[src/rtl/lynx_arb_pkg.sv]
// ---------------------------------------------------------------------------
// lynx_arb_pkg
// Shared definitions for the NoC injection arbiter.
//   arb_state_e  : arbiter FSM states (IDLE = arbitrate, BURST = stream)
//   BURST_CNT_W  : width of the per-grant flit counter; 8 bits covers a
//                  MAX_BURST of up to 255 accepted flits per grant.
// ---------------------------------------------------------------------------
package lynx_arb_pkg;

    typedef enum logic [0:0] {
        ST_IDLE  = 1'b0,
        ST_BURST = 1'b1
    } arb_state_e;

    localparam int BURST_CNT_W = 8;

endpackage : lynx_arb_pkg

[src/rtl/rr_pick.sv]
// ---------------------------------------------------------------------------
// rr_pick
// Combinational rotating-priority search: returns the first asserted bit of
// valid_in found by searching upward from ptr_in, wrapping past NREQ-1.
// Ports:
//   valid_in  [NREQ]  : request vector
//   ptr_in    [IDX_W] : index with highest priority (must be < NREQ)
//   idx_out   [IDX_W] : selected index (0 when nothing is found)
//   found_out         : at least one bit of valid_in is set
// ---------------------------------------------------------------------------
module rr_pick #(
    parameter int NREQ  = 4,
    parameter int IDX_W = $clog2(NREQ)
) (
    input  logic [NREQ-1:0]  valid_in,
    input  logic [IDX_W-1:0] ptr_in,
    output logic [IDX_W-1:0] idx_out,
    output logic             found_out
);

    localparam logic [IDX_W:0] NREQ_W = (IDX_W + 1)'(NREQ);

    // cand_idx[k] is the requester sitting k positions after the pointer.
    logic [IDX_W-1:0] cand_idx   [NREQ];
    logic [NREQ-1:0]  cand_valid;

    generate
        for (genvar gi = 0; gi < NREQ; gi++) begin : g_cand
            logic [IDX_W:0] sum;
            logic [IDX_W:0] wrapped;
            assign sum          = {1'b0, ptr_in} + (IDX_W + 1)'(gi);
            // One conditional subtract is enough since ptr_in < NREQ and gi < NREQ.
            assign wrapped      = (sum >= NREQ_W) ? (sum - NREQ_W) : sum;
            assign cand_idx[gi] = wrapped[IDX_W-1:0];
            assign cand_valid[gi] = valid_in[cand_idx[gi]];
        end
    endgenerate

    // Scan from the far end so the nearest candidate to the pointer wins.
    always_comb begin
        idx_out   = '0;
        found_out = 1'b0;
        for (int k = NREQ - 1; k >= 0; k--) begin
            if (cand_valid[k]) begin
                idx_out   = cand_idx[k];
                found_out = 1'b1;
            end
        end
    end

endmodule : rr_pick

[src/rtl/noc_inject_arb.sv]
// ---------------------------------------------------------------------------
// noc_inject_arb
// Shares one NoC injection port between NREQ traffic sources. A round-robin
// pick in IDLE grants one requester, which may then stream up to MAX_BURST
// flits (BURST) through a single output register before the grant rotates.
// Ports:
//   clk, rst        : clock, synchronous active-low reset
//   req_data_in     : NREQ packed flits, requester i at [i*WIDTH +: WIDTH]
//   req_dest_in     : NREQ packed destinations, same packing
//   req_valid_in    : per-requester valid
//   req_ready_out   : per-requester ready (only the granted bit can be set)
//   data_out        : flit to NoC port
//   dest_out        : destination router to NoC port
//   valid_out       : output register holds a flit
//   ready_in        : NoC port accepts the flit this cycle
//   grant_id_out    : currently / most recently granted requester
// ---------------------------------------------------------------------------
module noc_inject_arb
    import lynx_arb_pkg::*;
#(
    parameter int WIDTH        = 32,
    parameter int N            = 16,
    parameter int N_ADDR_WIDTH = $clog2(N),
    parameter int NREQ         = 4,
    parameter int MAX_BURST    = 4
) (
    input  logic                         clk,
    input  logic                         rst,
    input  logic [NREQ*WIDTH-1:0]        req_data_in,
    input  logic [NREQ*N_ADDR_WIDTH-1:0] req_dest_in,
    input  logic [NREQ-1:0]              req_valid_in,
    output logic [NREQ-1:0]              req_ready_out,
    output logic [WIDTH-1:0]             data_out,
    output logic [N_ADDR_WIDTH-1:0]      dest_out,
    output logic                         valid_out,
    input  logic                         ready_in,
    output logic [$clog2(NREQ)-1:0]      grant_id_out
);

    localparam int                     IDX_W     = $clog2(NREQ);
    localparam logic [IDX_W-1:0]       LAST_IDX  = IDX_W'(NREQ - 1);
    localparam logic [BURST_CNT_W-1:0] LAST_BEAT = BURST_CNT_W'(MAX_BURST - 1);

    // State
    arb_state_e              state_q,     state_d;
    logic [IDX_W-1:0]        rr_ptr_q,    rr_ptr_d;
    logic [IDX_W-1:0]        grant_q,     grant_d;
    logic [BURST_CNT_W-1:0]  burst_cnt_q, burst_cnt_d;
    logic [WIDTH-1:0]        data_q,      data_d;
    logic [N_ADDR_WIDTH-1:0] dest_q,      dest_d;
    logic                    valid_q,     valid_d;

    // Unpacked views of the requester buses
    logic [WIDTH-1:0]        req_data_arr [NREQ];
    logic [N_ADDR_WIDTH-1:0] req_dest_arr [NREQ];

    generate
        for (genvar gi = 0; gi < NREQ; gi++) begin : g_unpack
            assign req_data_arr[gi] = req_data_in[gi*WIDTH +: WIDTH];
            assign req_dest_arr[gi] = req_dest_in[gi*N_ADDR_WIDTH +: N_ADDR_WIDTH];
        end
    endgenerate

    // Handshake terms
    logic             slot_free;
    logic             grant_valid;
    logic             accept;
    logic             burst_last;
    logic             burst_end;
    logic [IDX_W-1:0] grant_next;
    logic [IDX_W-1:0] pick_idx;
    logic             pick_found;

    // The output register can take a new flit when empty or being drained.
    assign slot_free   = !valid_q || ready_in;
    assign grant_valid = req_valid_in[grant_q];
    assign accept      = (state_q == ST_BURST) && slot_free && grant_valid;
    assign burst_last  = (burst_cnt_q == LAST_BEAT);
    // A grant ends on its final accepted flit, or when the owner has nothing
    // to send while it could have. Under backpressure the grant is frozen.
    assign burst_end   = (state_q == ST_BURST) && slot_free && (!grant_valid || burst_last);
    assign grant_next  = (grant_q == LAST_IDX) ? '0 : grant_q + IDX_W'(1);

    rr_pick #(
        .NREQ  (NREQ),
        .IDX_W (IDX_W)
    ) u_rr_pick (
        .valid_in  (req_valid_in),
        .ptr_in    (rr_ptr_q),
        .idx_out   (pick_idx),
        .found_out (pick_found)
    );

    // State register
    always_ff @(posedge clk) begin
        if (!rst) begin
            state_q     <= ST_IDLE;
            rr_ptr_q    <= '0;
            grant_q     <= '0;
            burst_cnt_q <= '0;
            data_q      <= '0;
            dest_q      <= '0;
            valid_q     <= 1'b0;
        end else begin
            state_q     <= state_d;
            rr_ptr_q    <= rr_ptr_d;
            grant_q     <= grant_d;
            burst_cnt_q <= burst_cnt_d;
            data_q      <= data_d;
            dest_q      <= dest_d;
            valid_q     <= valid_d;
        end
    end

    // Next-state logic
    always_comb begin
        state_d = state_q;
        unique case (state_q)
            ST_IDLE:  if (pick_found) state_d = ST_BURST;
            ST_BURST: if (burst_end)  state_d = ST_IDLE;
            default:  state_d = ST_IDLE;
        endcase
    end

    // Outputs and datapath
    always_comb begin
        req_ready_out = '0;
        rr_ptr_d      = rr_ptr_q;
        grant_d       = grant_q;
        burst_cnt_d   = burst_cnt_q;
        data_d        = data_q;
        dest_d        = dest_q;
        valid_d       = valid_q;

        if (state_q == ST_BURST) begin
            req_ready_out[grant_q] = slot_free;
        end

        // Output register: load on accept, empty when free and idle, else hold.
        if (slot_free) begin
            valid_d = accept;
            if (accept) begin
                data_d = req_data_arr[grant_q];
                dest_d = req_dest_arr[grant_q];
            end
        end

        if (state_q == ST_IDLE) begin
            if (pick_found) begin
                grant_d     = pick_idx;
                burst_cnt_d = '0;
            end
        end else begin
            if (accept) begin
                burst_cnt_d = burst_cnt_q + BURST_CNT_W'(1);
            end
            if (burst_end) begin
                rr_ptr_d = grant_next;
            end
        end
    end

    assign data_out     = data_q;
    assign dest_out     = dest_q;
    assign valid_out    = valid_q;
    assign grant_id_out = grant_q;

endmodule : noc_inject_arb

[config.mk]
export PLATFORM = sky130hd
export DESIGN_NAME = noc_inject_arb
export DESIGN_NICKNAME = d
export VERILOG_FILES = /design/src/rtl/lynx_arb_pkg.sv /design/src/rtl/rr_pick.sv /design/src/rtl/noc_inject_arb.sv
export SDC_FILE = /design/constraint.sdc
export NUM_CORES = 1
export LEC_CHECK = 0
export ABC_AREA = 1
export CORE_MARGIN = 2
export CORE_UTILIZATION = 35
export CTS_BUF_LIST = sky130_fd_sc_hd__clkbuf_4
export CTS_CLUSTER_SIZE = 30
export DETAILED_ROUTE_END_ITERATION = 8
export PLACE_DENSITY = 0.75
export REMOVE_ABC_BUFFERS = 1
export SLEW_MARGIN = 25
export SYNTH_ARGS = -nofsm -noshare
export SYNTH_HDL_FRONTEND = slang
export SYNTH_SLANG_ARGS = --single-unit
[constraint.sdc]
create_clock -name clk -period 1.9 [get_ports clk]
set_input_delay 0.285 -clock clk [delete_from_list [all_inputs] [get_ports clk]]
set_output_delay 0.285 -clock clk [all_outputs]
set_load 0.03 [all_outputs]
==> metrics.md <==
| Metric | Value |
|---|---|
| Routed wire length | 11,400 µm |
| GP Congestion | about 0.94 |
| Synthesis-to-finish area growth | 67.2% |
| CP Cell Sequence | inv_1 > buf_6 > ha_1 > nand2_1 > nor2_1 > buf_4 |
| Max Cap Viol | 0 |
| CP Class | register to output port |
| Final core area utilization | 60.4% |
| Hold buffers post-CTS | 0 |
| Main combinational cell family by area after synthesis | simple AND/OR/NAND/NOR gates |
| Total power | approximately 5.4 mW |
| Synth Warn # | 0 |
| Fmax | 551 MHz |
| Die area | 9830 µm² |
| Ant. Diodes | 0 |
| Layout cells sized above 1 | 5.82% |
| Synth Area in Compound Gates | 27.3% |
| Yosys reg bits | 50 |
| Post-CTS Setup Bufs | 0 |
| Final setup viols | 0 |
| CTS max path bufs | 2 |
| Power Density | approximately 1000 nW/µm² |
| Post-Synth Simple-Gate Area | between 30% and 40% |
| Tightest Pin Transition | ~0.39 ns |
| CP required | roughly 1.6 ns |
| Fin crit share | 95.5% |
| Leakage | 2.12 nW |
| Post-DP HPWL | 8760 µm |
| Yosys cell types | 23 |
| IO Count | 194 |
| Initial antenna violation count | 0 |
| Core area | 8760 µm² |
| Drt wl/cell | 14.0 µm |
| Chip height | around 99 µm |
| Starting DRT DRC Count | ~120 |
| H-tree levels | 2 |
| Largest net degree at the start of global routing | 44 |
| Mapped Area | 3170 µm² |
| Vias in the first global route | 4,269 |
| Vias per cell | 5.13 |
| Peak fanout along the critical path | 14 |
| Port buffer count | about 190 |
| CTS root buf | clkbuf_4 |
| Antenna Nets Post-Route | 0 |
| Sink Count | 50 |
| Final Skew | 0.00677 ns |
| Tot GR Track Use | between 20% and 30% |
| Top cells by area, synth | dfxtp_1 (32%), nor2_1 (20%), o21ai_0 (18%) |
| Via count | 4,171 |
| CTS tree | built |
| Final Slew Violations | 0 |
| Fin. Hold Viols | 0 |
| CTS clk-pin slew, worst paths | 0.14 ns |
| CP Capture Type | output port |
| Post-synthesis cell count | 527 |
| Min cycle time layout | about 1.8 ns |
| Row count | 34 |
| Starting Density | a little over a third |
| Area leader, netlist | dfxtp_1 |
| Post_cts resized | 1 |
| Mux share of post-synthesis cell area | 0% |
| Area fraction of the dominant cell type after synthesis | roughly a third |
| Adder-cell share of the synthesized area | 1.97% |
| Slowest stage cell on the critical path | dfxtp_4 |
| Critical path arrival | 1.53 ns |
| Hold WC Path Type | register to register |
| First-pass GRT wire length | 19,000 µm |
| Total iterations of the first detailed-routing run | 5 |
| Worst path max stage delay | about 0.40 ns |
| Remaining Overflow, GRT | 0 |
| Post-route DRC | 0 |
| Num CTS Buffers | 5 |
| Post-synthesis xor/xnor area fraction | less than 1% |
| Synthesized area per cell | between 6 and 7 µm² |
| Crit path launch type | register |
| Die Wd | about 99 µm |
| Worst VDD drop | 0.441 mV |
| Worst skew pair latency | about 0.36 ns |
| Seq/Total Area, Yosys | 31.6% |
| Status | completed |
| Nets | 860 |
| Max_slew headroom | 73.9% |
layer usage:
metal  GRT usage, %  wire length [µm]  up-vias
li1               -                 -     2107
met1           25.8              4460     1897
met2           43.2              5770      142
met3           5.55               797       25
met4           7.90               342        0
met5              0                 0        -
flip-flops by register name, summed over array words and instances, names as in the netlist:
| register | cells |
|---|---|
| data_out | 32 |
| burst_cnt_q | 8 |
| dest_out | 4 |
| grant_id_out | 2 |
| rr_ptr_q | 2 |
| state_q | 1 |
| valid_out | 1 |
worst max-delay path: cells and delay by family, from the launching register on:
| family | cells | cell delay [ns] |
|---|---|---|
| and+or+nand+nor | 2 | 0.16 |
| adders and majority gates | 1 | 0.16 |
| DFF | 1 | 0.40 |
| buffers and inverters | 3 | 0.46 |
final cells by class:
cell class,count,area [µm²]
timing repair buffer,209,2050
multi-input combinational,420,1930
tap,108,135
sequential,50,1010
fill,810,3470
clock inverter,3,63.8
clock buffer,5,37.5
inverter,18,70.1
kinds of logic (layout without fill, tap and decap cells):
| logic type | Yosys count | in the layout |
|---|---|---|
| buffers and inverters | 57 | 235 |
| XOR/XNOR | 3 | 3 |
| AND/OR/NAND/NOR | 249 | 249 |
| flip-flops | 50 | 50 |
| adder cells (fa/ha/maj) | 5 | 5 |
| AO/OA/AOI/OAI | 163 | 163 |
placed cells by master, fill, tap and decap left out, drive strengths merged:
cell and n:
xor2 3, ha 5, inv 18, a21oi 14, dfxtp 50, clkbuf 5, o21bai 1, nor3 1
nor2 170, o22ai 36, bufinv 2, clkinv 1, o21ai 112, clkdlybuf4s50 187, and2 2, nand4 2
nand3 15, buf 22, nand2 59
report_power, final:
| part | total [mW] | switching, mW | internal, mW |
|---|---|---|---|
| registers | 1.45 | 0.163 | 1.29 |
| clock network | 0.749 | 0.343 | 0.406 |
| logic | 3.21 | 1.91 | 1.30 |
worst paths after layout:
path | from | end | slack (ns) | depth (start not counted)
setup reg to reg | rr_ptr_q[0]$_SDFFE_PN0P_ | burst_cnt_q[2]$_SDFFE_PN0P_ | 0.27 | 11
hold / removal | state_q$_SDFF_PN0_ | state_q$_SDFF_PN0_ | 0.48 | 2
hold reg to reg | state_q$_SDFF_PN0_ | state_q$_SDFF_PN0_ | 0.48 | 2
setup / recovery | grant_id_out[1]$_SDFFE_PN0P_ | req_ready_out[0] | 0.09 | 6
stage by stage:
step	setup slack, ns	area (µm²)	setup TNS, ns	hold slack (ns)	instances
3_3_place_gp	0.131	5190	0	0.446	805
4_1_cts	0.0281	5290	0	0.482	813
5_1_grt	-0.00115	5300	-0.00115	0.512	813
6_report	0.0859	5300	0	0.481	813
3_5_place_dp	0.0462	5190	0	0.463	805
2_1_floorplan	-1.93	3000	-86.73	0.411	488
cell usage after synthesis:
cell,instances
nor2_1,168
o21ai_0,111
nand2_1,56
dfxtp_1,50
o22ai_1,36
clkbuf_1,31
nand3_1,15
a21oi_1,14
inv_1,14
buf_2,5
ha_1,5
inv_2,3
nand2_2,3
xor2_1,3
and2_1,2
buf_6,2
nand4_1,2
nor2_2,2
buf_1,1
inv_4,1
nor3_1,1
o21ai_1,1
o21bai_1,1
Note: power is estimated with default switching activity, not from simulation.
